File: config.mk
export PLATFORM = sky130hd
export DESIGN_NAME = fetch_mem_arbiter_flat
export DESIGN_NICKNAME = d
export VERILOG_FILES = /design/src/rtl/fetch_mem_arbiter_if.sv /design/src/rtl/fetch_mem_arbiter.sv /design/src/flat_wrapper.sv
export SDC_FILE = /design/constraint.sdc
export NUM_CORES = 1
export LEC_CHECK = 0
export CAP_MARGIN = 20
export CORE_AREA = 2 2 271 273
export DETAILED_ROUTE_END_ITERATION = 8
export DIE_AREA = 0 0 273 275
export GPL_TIMING_DRIVEN = 0
export PLACE_DENSITY = 0.35
export SLEW_MARGIN = 40
export SYNTH_ARGS = -nofsm -noshare
export SYNTH_HDL_FRONTEND = slang
export SYNTH_SLANG_ARGS = --single-unit
File: constraint.sdc
create_clock -name clk -period 5.1 [get_ports clk]
set_input_delay 1.02 -clock clk [delete_from_list [all_inputs] [get_ports clk]]
set_output_delay 1.02 -clock clk [all_outputs]
set_load 0.01 [all_outputs]
File: src/rtl/fetch_mem_arbiter_if.sv
// ============================================================================
// fetch_mem_arbiter_if : requester-side and memory-side bus bundle for the
//                        I/D physical memory arbiter.
// Revision: 1.0
// ============================================================================
`default_nettype none

interface fetch_mem_arbiter_if #(
    parameter int ADDR_W = 16,
    parameter int LINE_W = 128
);
    // I-side requester
    logic              i_read;
    logic [ADDR_W-1:0] i_addr;
    logic [LINE_W-1:0] i_rdata;
    logic              i_resp;
    // D-side requester
    logic              d_read;
    logic              d_write;
    logic [ADDR_W-1:0] d_addr;
    logic [LINE_W-1:0] d_wdata;
    logic [LINE_W-1:0] d_rdata;
    logic              d_resp;
    // Physical memory port
    logic              pmem_read;
    logic              pmem_write;
    logic [ADDR_W-1:0] pmem_addr;
    logic [LINE_W-1:0] pmem_wdata;
    logic [LINE_W-1:0] pmem_rdata;
    logic              pmem_resp;

    modport master (
        input  i_read, i_addr,
        output i_rdata, i_resp,
        input  d_read, d_write, d_addr, d_wdata,
        output d_rdata, d_resp,
        output pmem_read, pmem_write, pmem_addr, pmem_wdata,
        input  pmem_rdata, pmem_resp
    );

    modport slave (
        output i_read, i_addr,
        input  i_rdata, i_resp,
        output d_read, d_write, d_addr, d_wdata,
        input  d_rdata, d_resp,
        input  pmem_read, pmem_write, pmem_addr, pmem_wdata,
        output pmem_rdata, pmem_resp
    );
endinterface

`default_nettype wire

File: src/rtl/fetch_mem_arbiter.sv
// ============================================================================
// fetch_mem_arbiter : shares one physical memory port between the I-side and
//                     D-side miss paths. Optional macro FETCH_ARB_RR_EN
//                     selects round-robin on contention (default: D priority).
// Revision: 1.0
// ============================================================================
`default_nettype none

module fetch_mem_arbiter #(
    parameter int ADDR_W = 16,
    parameter int LINE_W = 128
) (
    input  wire logic             clk,
    input  wire logic             reset,
    fetch_mem_arbiter_if.master   bus
);

    localparam logic [1:0] S_IDLE    = 2'd0;
    localparam logic [1:0] S_GRANT_I = 2'd1;
    localparam logic [1:0] S_GRANT_D = 2'd2;

    logic [1:0]        state_q, state_d;
    logic [ADDR_W-1:0] addr_q,  addr_d;
    logic [LINE_W-1:0] wdata_q, wdata_d;
    logic              write_q, write_d;
    logic              d_req;
    logic              pick_d;

    assign d_req = bus.d_read | bus.d_write;

`ifdef FETCH_ARB_RR_EN
    // last_d_q=1 means D was served last; its reset value lets I win the first tie
    logic last_d_q, last_d_d;

    always_comb begin
        pick_d   = d_req && !(bus.i_read && last_d_q);
        last_d_d = last_d_q;
        if (bus.pmem_resp) begin
            if (state_q == S_GRANT_I) last_d_d = 1'b0;
            if (state_q == S_GRANT_D) last_d_d = 1'b1;
        end
    end

    always_ff @(posedge clk or posedge reset) begin
        if (reset) last_d_q <= 1'b1;
        else       last_d_q <= last_d_d;
    end
`else
    always_comb begin
        pick_d = d_req;
    end
`endif

    // State and transaction latches
    always_ff @(posedge clk or posedge reset) begin
        if (reset) begin
            state_q <= S_IDLE;
            addr_q  <= '0;
            wdata_q <= '0;
            write_q <= 1'b0;
        end else begin
            state_q <= state_d;
            addr_q  <= addr_d;
            wdata_q <= wdata_d;
            write_q <= write_d;
        end
    end

    // Next state: latches are only loaded on the grant edge and then held
    always_comb begin
        state_d = state_q;
        addr_d  = addr_q;
        wdata_d = wdata_q;
        write_d = write_q;
        case (state_q)
            S_IDLE: begin
                if (pick_d) begin
                    state_d = S_GRANT_D;
                    addr_d  = bus.d_addr;
                    wdata_d = bus.d_wdata;
                    write_d = bus.d_write;
                end else if (bus.i_read) begin
                    state_d = S_GRANT_I;
                    addr_d  = bus.i_addr;
                    wdata_d = '0;
                    write_d = 1'b0;
                end
            end
            S_GRANT_I, S_GRANT_D: begin
                if (bus.pmem_resp) state_d = S_IDLE;
            end
            default: state_d = S_IDLE;
        endcase
    end

    // Outputs from state and latched command only
    always_comb begin
        bus.pmem_read  = 1'b0;
        bus.pmem_write = 1'b0;
        bus.i_resp     = 1'b0;
        bus.d_resp     = 1'b0;
        case (state_q)
            S_GRANT_I: begin
                bus.pmem_read = 1'b1;
                bus.i_resp    = bus.pmem_resp;
            end
            S_GRANT_D: begin
                bus.pmem_read  = ~write_q;
                bus.pmem_write = write_q;
                bus.d_resp     = bus.pmem_resp;
            end
            default: ;
        endcase
    end

    assign bus.pmem_addr  = addr_q;
    assign bus.pmem_wdata = wdata_q;
    assign bus.i_rdata    = bus.pmem_rdata;
    assign bus.d_rdata    = bus.pmem_rdata;

endmodule

`default_nettype wire

File: src/flat_wrapper.sv
// flat-port wrapper written by rule: the top's interface ports become plain ports
module fetch_mem_arbiter_flat 
#(
    parameter int ADDR_W = 16,
    parameter int LINE_W = 128
)
  (clk, reset, bus_i_read, bus_i_addr, bus_i_rdata, bus_i_resp, bus_d_read, bus_d_write, bus_d_addr, bus_d_wdata, bus_d_rdata, bus_d_resp, bus_pmem_read, bus_pmem_write, bus_pmem_addr, bus_pmem_wdata, bus_pmem_rdata, bus_pmem_resp);
  fetch_mem_arbiter_if #(.ADDR_W(ADDR_W), .LINE_W(LINE_W)) bus_i ();
  input  wire logic clk;
  input  wire logic reset;
  input wire logic [$bits(bus_i.i_read)-1:0] bus_i_read;
  input wire logic [$bits(bus_i.i_addr)-1:0] bus_i_addr;
  output wire logic [$bits(bus_i.i_rdata)-1:0] bus_i_rdata;
  output wire logic [$bits(bus_i.i_resp)-1:0] bus_i_resp;
  input wire logic [$bits(bus_i.d_read)-1:0] bus_d_read;
  input wire logic [$bits(bus_i.d_write)-1:0] bus_d_write;
  input wire logic [$bits(bus_i.d_addr)-1:0] bus_d_addr;
  input wire logic [$bits(bus_i.d_wdata)-1:0] bus_d_wdata;
  output wire logic [$bits(bus_i.d_rdata)-1:0] bus_d_rdata;
  output wire logic [$bits(bus_i.d_resp)-1:0] bus_d_resp;
  output wire logic [$bits(bus_i.pmem_read)-1:0] bus_pmem_read;
  output wire logic [$bits(bus_i.pmem_write)-1:0] bus_pmem_write;
  output wire logic [$bits(bus_i.pmem_addr)-1:0] bus_pmem_addr;
  output wire logic [$bits(bus_i.pmem_wdata)-1:0] bus_pmem_wdata;
  input wire logic [$bits(bus_i.pmem_rdata)-1:0] bus_pmem_rdata;
  input wire logic [$bits(bus_i.pmem_resp)-1:0] bus_pmem_resp;
  assign bus_i.i_read = bus_i_read;
  assign bus_i.i_addr = bus_i_addr;
  assign bus_i_rdata = bus_i.i_rdata;
  assign bus_i_resp = bus_i.i_resp;
  assign bus_i.d_read = bus_d_read;
  assign bus_i.d_write = bus_d_write;
  assign bus_i.d_addr = bus_d_addr;
  assign bus_i.d_wdata = bus_d_wdata;
  assign bus_d_rdata = bus_i.d_rdata;
  assign bus_d_resp = bus_i.d_resp;
  assign bus_pmem_read = bus_i.pmem_read;
  assign bus_pmem_write = bus_i.pmem_write;
  assign bus_pmem_addr = bus_i.pmem_addr;
  assign bus_pmem_wdata = bus_i.pmem_wdata;
  assign bus_i.pmem_rdata = bus_pmem_rdata;
  assign bus_i.pmem_resp = bus_pmem_resp;
  fetch_mem_arbiter #(.ADDR_W(ADDR_W), .LINE_W(LINE_W)) u_core (.clk(clk), .reset(reset), .bus(bus_i));
endmodule
# Yosys cells after proc, flatten, opt, wreduce, memory -nomap -nowiden

Index checks and enable logic that the tools add are counted.

Register bits: 147
Input port bits: 294
Output and inout port bits: 404
Logic and storage cells: 29

Eq/ne operators: 4
Muxes and demuxes: 14
Bitwise logic cells: 2
Reduce and logical (&&, ||, !) cells: 5

Operators with widths:

| operator           | count |
|---|---|
| $mux 128           | 2 |
| $mux 16            | 2 |
| $mux 2             | 3 |
| $mux 1             | 5 |
| $pmux 2 s2         | 1 |
| $reduce_and 2->1   | 2 |
| $ne 3x2->1 const B | 1 |
| $eq 2x1->1 const B | 1 |
| $eq 2x2->1 const B | 1 |
| $logic_not 2->1    | 1 |
| $ne 2x2->1 const B | 1 |
| $pmux 1 s2         | 1 |
| $reduce_bool 2->1  | 1 |
| $reduce_or 2->1    | 1 |
| $not 1->1          | 1 |
| $or 1x1->1         | 1 |

# Longest topological paths before layout

Word-level depth: 4
Gate-level depth with buffers: 7
Depth with buffers taken out: 5

# Worst setup path after synthesis

OpenSTA, ideal clock, no wires.

Kind: input to output
From: in bus_pmem_resp
To: out bus_d_resp
Data arrival time: 1185 ps
Required time: 4080 ps
Slack: 2895 ps
Stages on the path: 1
Path buffers: 0
Cell sequence: and2_1

Word-level cells in the longest chain between the ends: 1

Ends and longest elaborated chain:

| what            | RTL line                 | RTL |
|---|---|---|
| start, declared | flat_wrapper.sv:26       | `input wire logic [$bits(bus_i.pmem_resp)-1:0] bus_pmem_resp;` |
| $mux 1          | fetch_mem_arbiter.sv:102 | `case (state_q)` |
| end, declared   | flat_wrapper.sv:20       | `output wire logic [$bits(bus_i.d_resp)-1:0] bus_d_resp;` |

Every way passes these cells.

# Worst setup path in the final report

Same ends and word-level chain as after synthesis.

==> impl_metrics.toml <==
[run_status]
status = "finished, final reports clean"

[setup_path]
cp-start-kind = "primary input"
reg2reg_from = "u_core.state_q[1]"
r2r_cells = 6
critPathKind = "primary input to output port"
timing.rr.end = "u_core.bus.pmem_wdata[11]"
path_max_fanout = 3
cp.required_ps = 4080
arrival_ps = 2240
r2r_slack_ps = 2980
cp-end-kind = "output port"

[yosys]
syn_inst = 634
synth_most_common_cell = "buf_4"
ys_ff_latch = 147
async_flop_share_pct = 100
synthDistinctLibCells = 20
yosysWarnings = 0
syn_avg_cell_area_sq_um = 11.6
yosys.area.top_type = "dfrtp_1"
syn_area_sq_um = 7350
synth_top_cell_area_share_pct = 50.1
synth_area_leaders = "dfrtp_1 (50%), buf_4 (26%), a22o_1 (15%)"
synth_nets = 931
yosysSeqAreaShare_pct = 50.1
synthFlopType = "dfrtp_1"
synth_common_cells = "buf_4 (258), dfrtp_1 (147), a22o_1 (129)"
synth_edf_count = 0

[cts]
ctsHoldBuffers = 0
cts_tree = "built"
htreeDepth = 4
ctsResizeCount = 0
cts.sinks = 147
cts_buffers = 17
clk_latency_ps = 480
clk_pin_slew_worst_paths_ps = 60
cts_setup_buffers = 0
cts_root_buffer = "clkbuf_16"
cts.path.max_buffers = 2

[layout]
fillers = 7913
drive_above_1_share_pct = 25.8
area_growth_pct = 102
final_core_util_pct = 20.6
fin_nets = 1522
layout.cells.non_filler = 2199
final_area_sq_um = 14900

[sta]
fin_crit_sh_pct = 63.9
clock_skew_ps = 19.4
setup_slack_ps = 1840
tightest_slew_ps = 709
whs_ps = 485
setup-tns-final_ps = 0
rsz0062_at_grt = "no"
period_needed_ps = 3260
slew_headroom_pct = 52.7
fmax_mhz = 307
finalSetupViolCount = 0
drv_slew = 0
hold_violations = 0

[place]
hpwl_mm = 28.8
dp_cells = 2165
placed_area_sq_um = 14300
io_buffers = 569
dp_slack_ps = 1700
gp_congestion = 0.718

[hold_path]
hold_path.class = "flop to flop"
holdPathEnd = "u_core.bus.pmem_addr[1]"
holdCritStartpoint = "u_core.bus.pmem_addr[1]"
whs_path_depth = 2

[global_routing]
antenna_found_initial = 9
grt_usage_pct = 8.88
grt_pass1_vias = 6756
grt_max_degree = 68
overflow = 0
grt_pass1_wl_mm = 47.9

[floorplan]
ios = 698
start_util_pct = 10.2
fp.dieW_microns = 273
core_sq_um = 72300
dieArea_sq_um = 75100
die_y_microns = 275
num_rows = 99

[power_and_ir_drop]
peakVddDrop_v = 0.000271
power_mw = 6.84
p_leak_nw = 6.37
powerDensity_nw_per_um2 = 460

[routing]
wl_mm = 35.1
drtIter0Drc = 162
vias_per_cell = 3.06
via_count = 6738
ant_nets = 0
dr.pass1.iters = 4
routedWlPerCell_microns = 15.9
drcViolationCount = 0

[job]
cap_viol_max_count = 0
## critical path: stages
cell	delay, ps
clkdlybuf4s50_1	500
and2_1	130
clkdlybuf4s50_1	580
## registers in the layout, indices dropped and copies added, names as in the netlist
register	flops
u_core.write_q	1
u_core.bus.pmem_addr	16
u_core.bus.pmem_wdata	128
u_core.state_q	2
## where the power goes
group          switching [mW]  leakage (nW)  internal [mW]
clock                   0.616         0.270          0.651
sequential              0.312          1.82           1.73
combinational            1.61          4.27           1.92
## layer usage
layer	track usage, %	up-vias	part of all wire [%]
met5	0	-	0.16
met4	2.67	8	1.1
met3	4.81	24	13
met2	15.6	393	51
met1	9.03	3177	35
li1	-	3136	-
## cell families (layout without fill, tap and decap cells)
logic type	Yosys count	after routing	synth area share, %
other cells	0	2	0
mux	16	16	2.18
fa+ha+maj	3	3	0.511
compound gates	150	150	17.1
flops	147	147	50.1
simple gates	27	27	1.75
buf+inv	291	895	28.4
## worst max path at each step
stage	cells past startpoint	start	slack, ps	end
6_report	3	bus_pmem_resp	1840	bus_d_resp
5_1_grt	3	bus_pmem_resp	1780	bus_i_resp
4_1_cts	3	bus_pmem_resp	1830	bus_d_resp
3_5_place_dp	5	bus_d_write	1700	u_core.bus.pmem_wdata[123]
3_3_place_gp	2	reset	-2890	u_core.bus.pmem_wdata[91]
2_1_floorplan	1	reset	130	u_core.bus.pmem_addr[0]
## cell usage in the layout (no fill, tap or decap), types with 3 or more instances in the layout
master | Yosys | routed
a22o_1 | 129 | 129
and2_1 | 3 | 3
buf_2 | 23 | 23
buf_4 | 258 | 259
clkbuf_1 | 7 | 8
clkbuf_16 | 0 | 17
clkdlybuf4s50_1 | 0 | 569
dfrtp_1 | 147 | 147
ha_1 | 3 | 3
inv_6 | 0 | 6
inv_8 | 0 | 3
mux2i_1 | 16 | 16
nand2_1 | 19 | 19
o21ai_0 | 7 | 7
o21ai_1 | 9 | 9
## cell type report
| cell class | count | area, sq um | area share [%] |
|---|---|---|---|
| Sequential cell | 147 | 3680 | 24.7 |
| Clock inverter | 13 | 113 | 0.757 |
| Clock buffer | 19 | 443 | 2.98 |
| Multi-Input combinational cell | 196 | 1580 | 10.6 |
| Inverter | 3 | 18.8 | 0.126 |
| Timing Repair Buffer | 572 | 5760 | 38.7 |
| Tap cell | 959 | 1200 | 8.07 |
| Antenna cell | 2 | 5.00 | 0.0336 |
| Buffer | 288 | 2080 | 14.0 |
(Power assumes the default switching activity.)
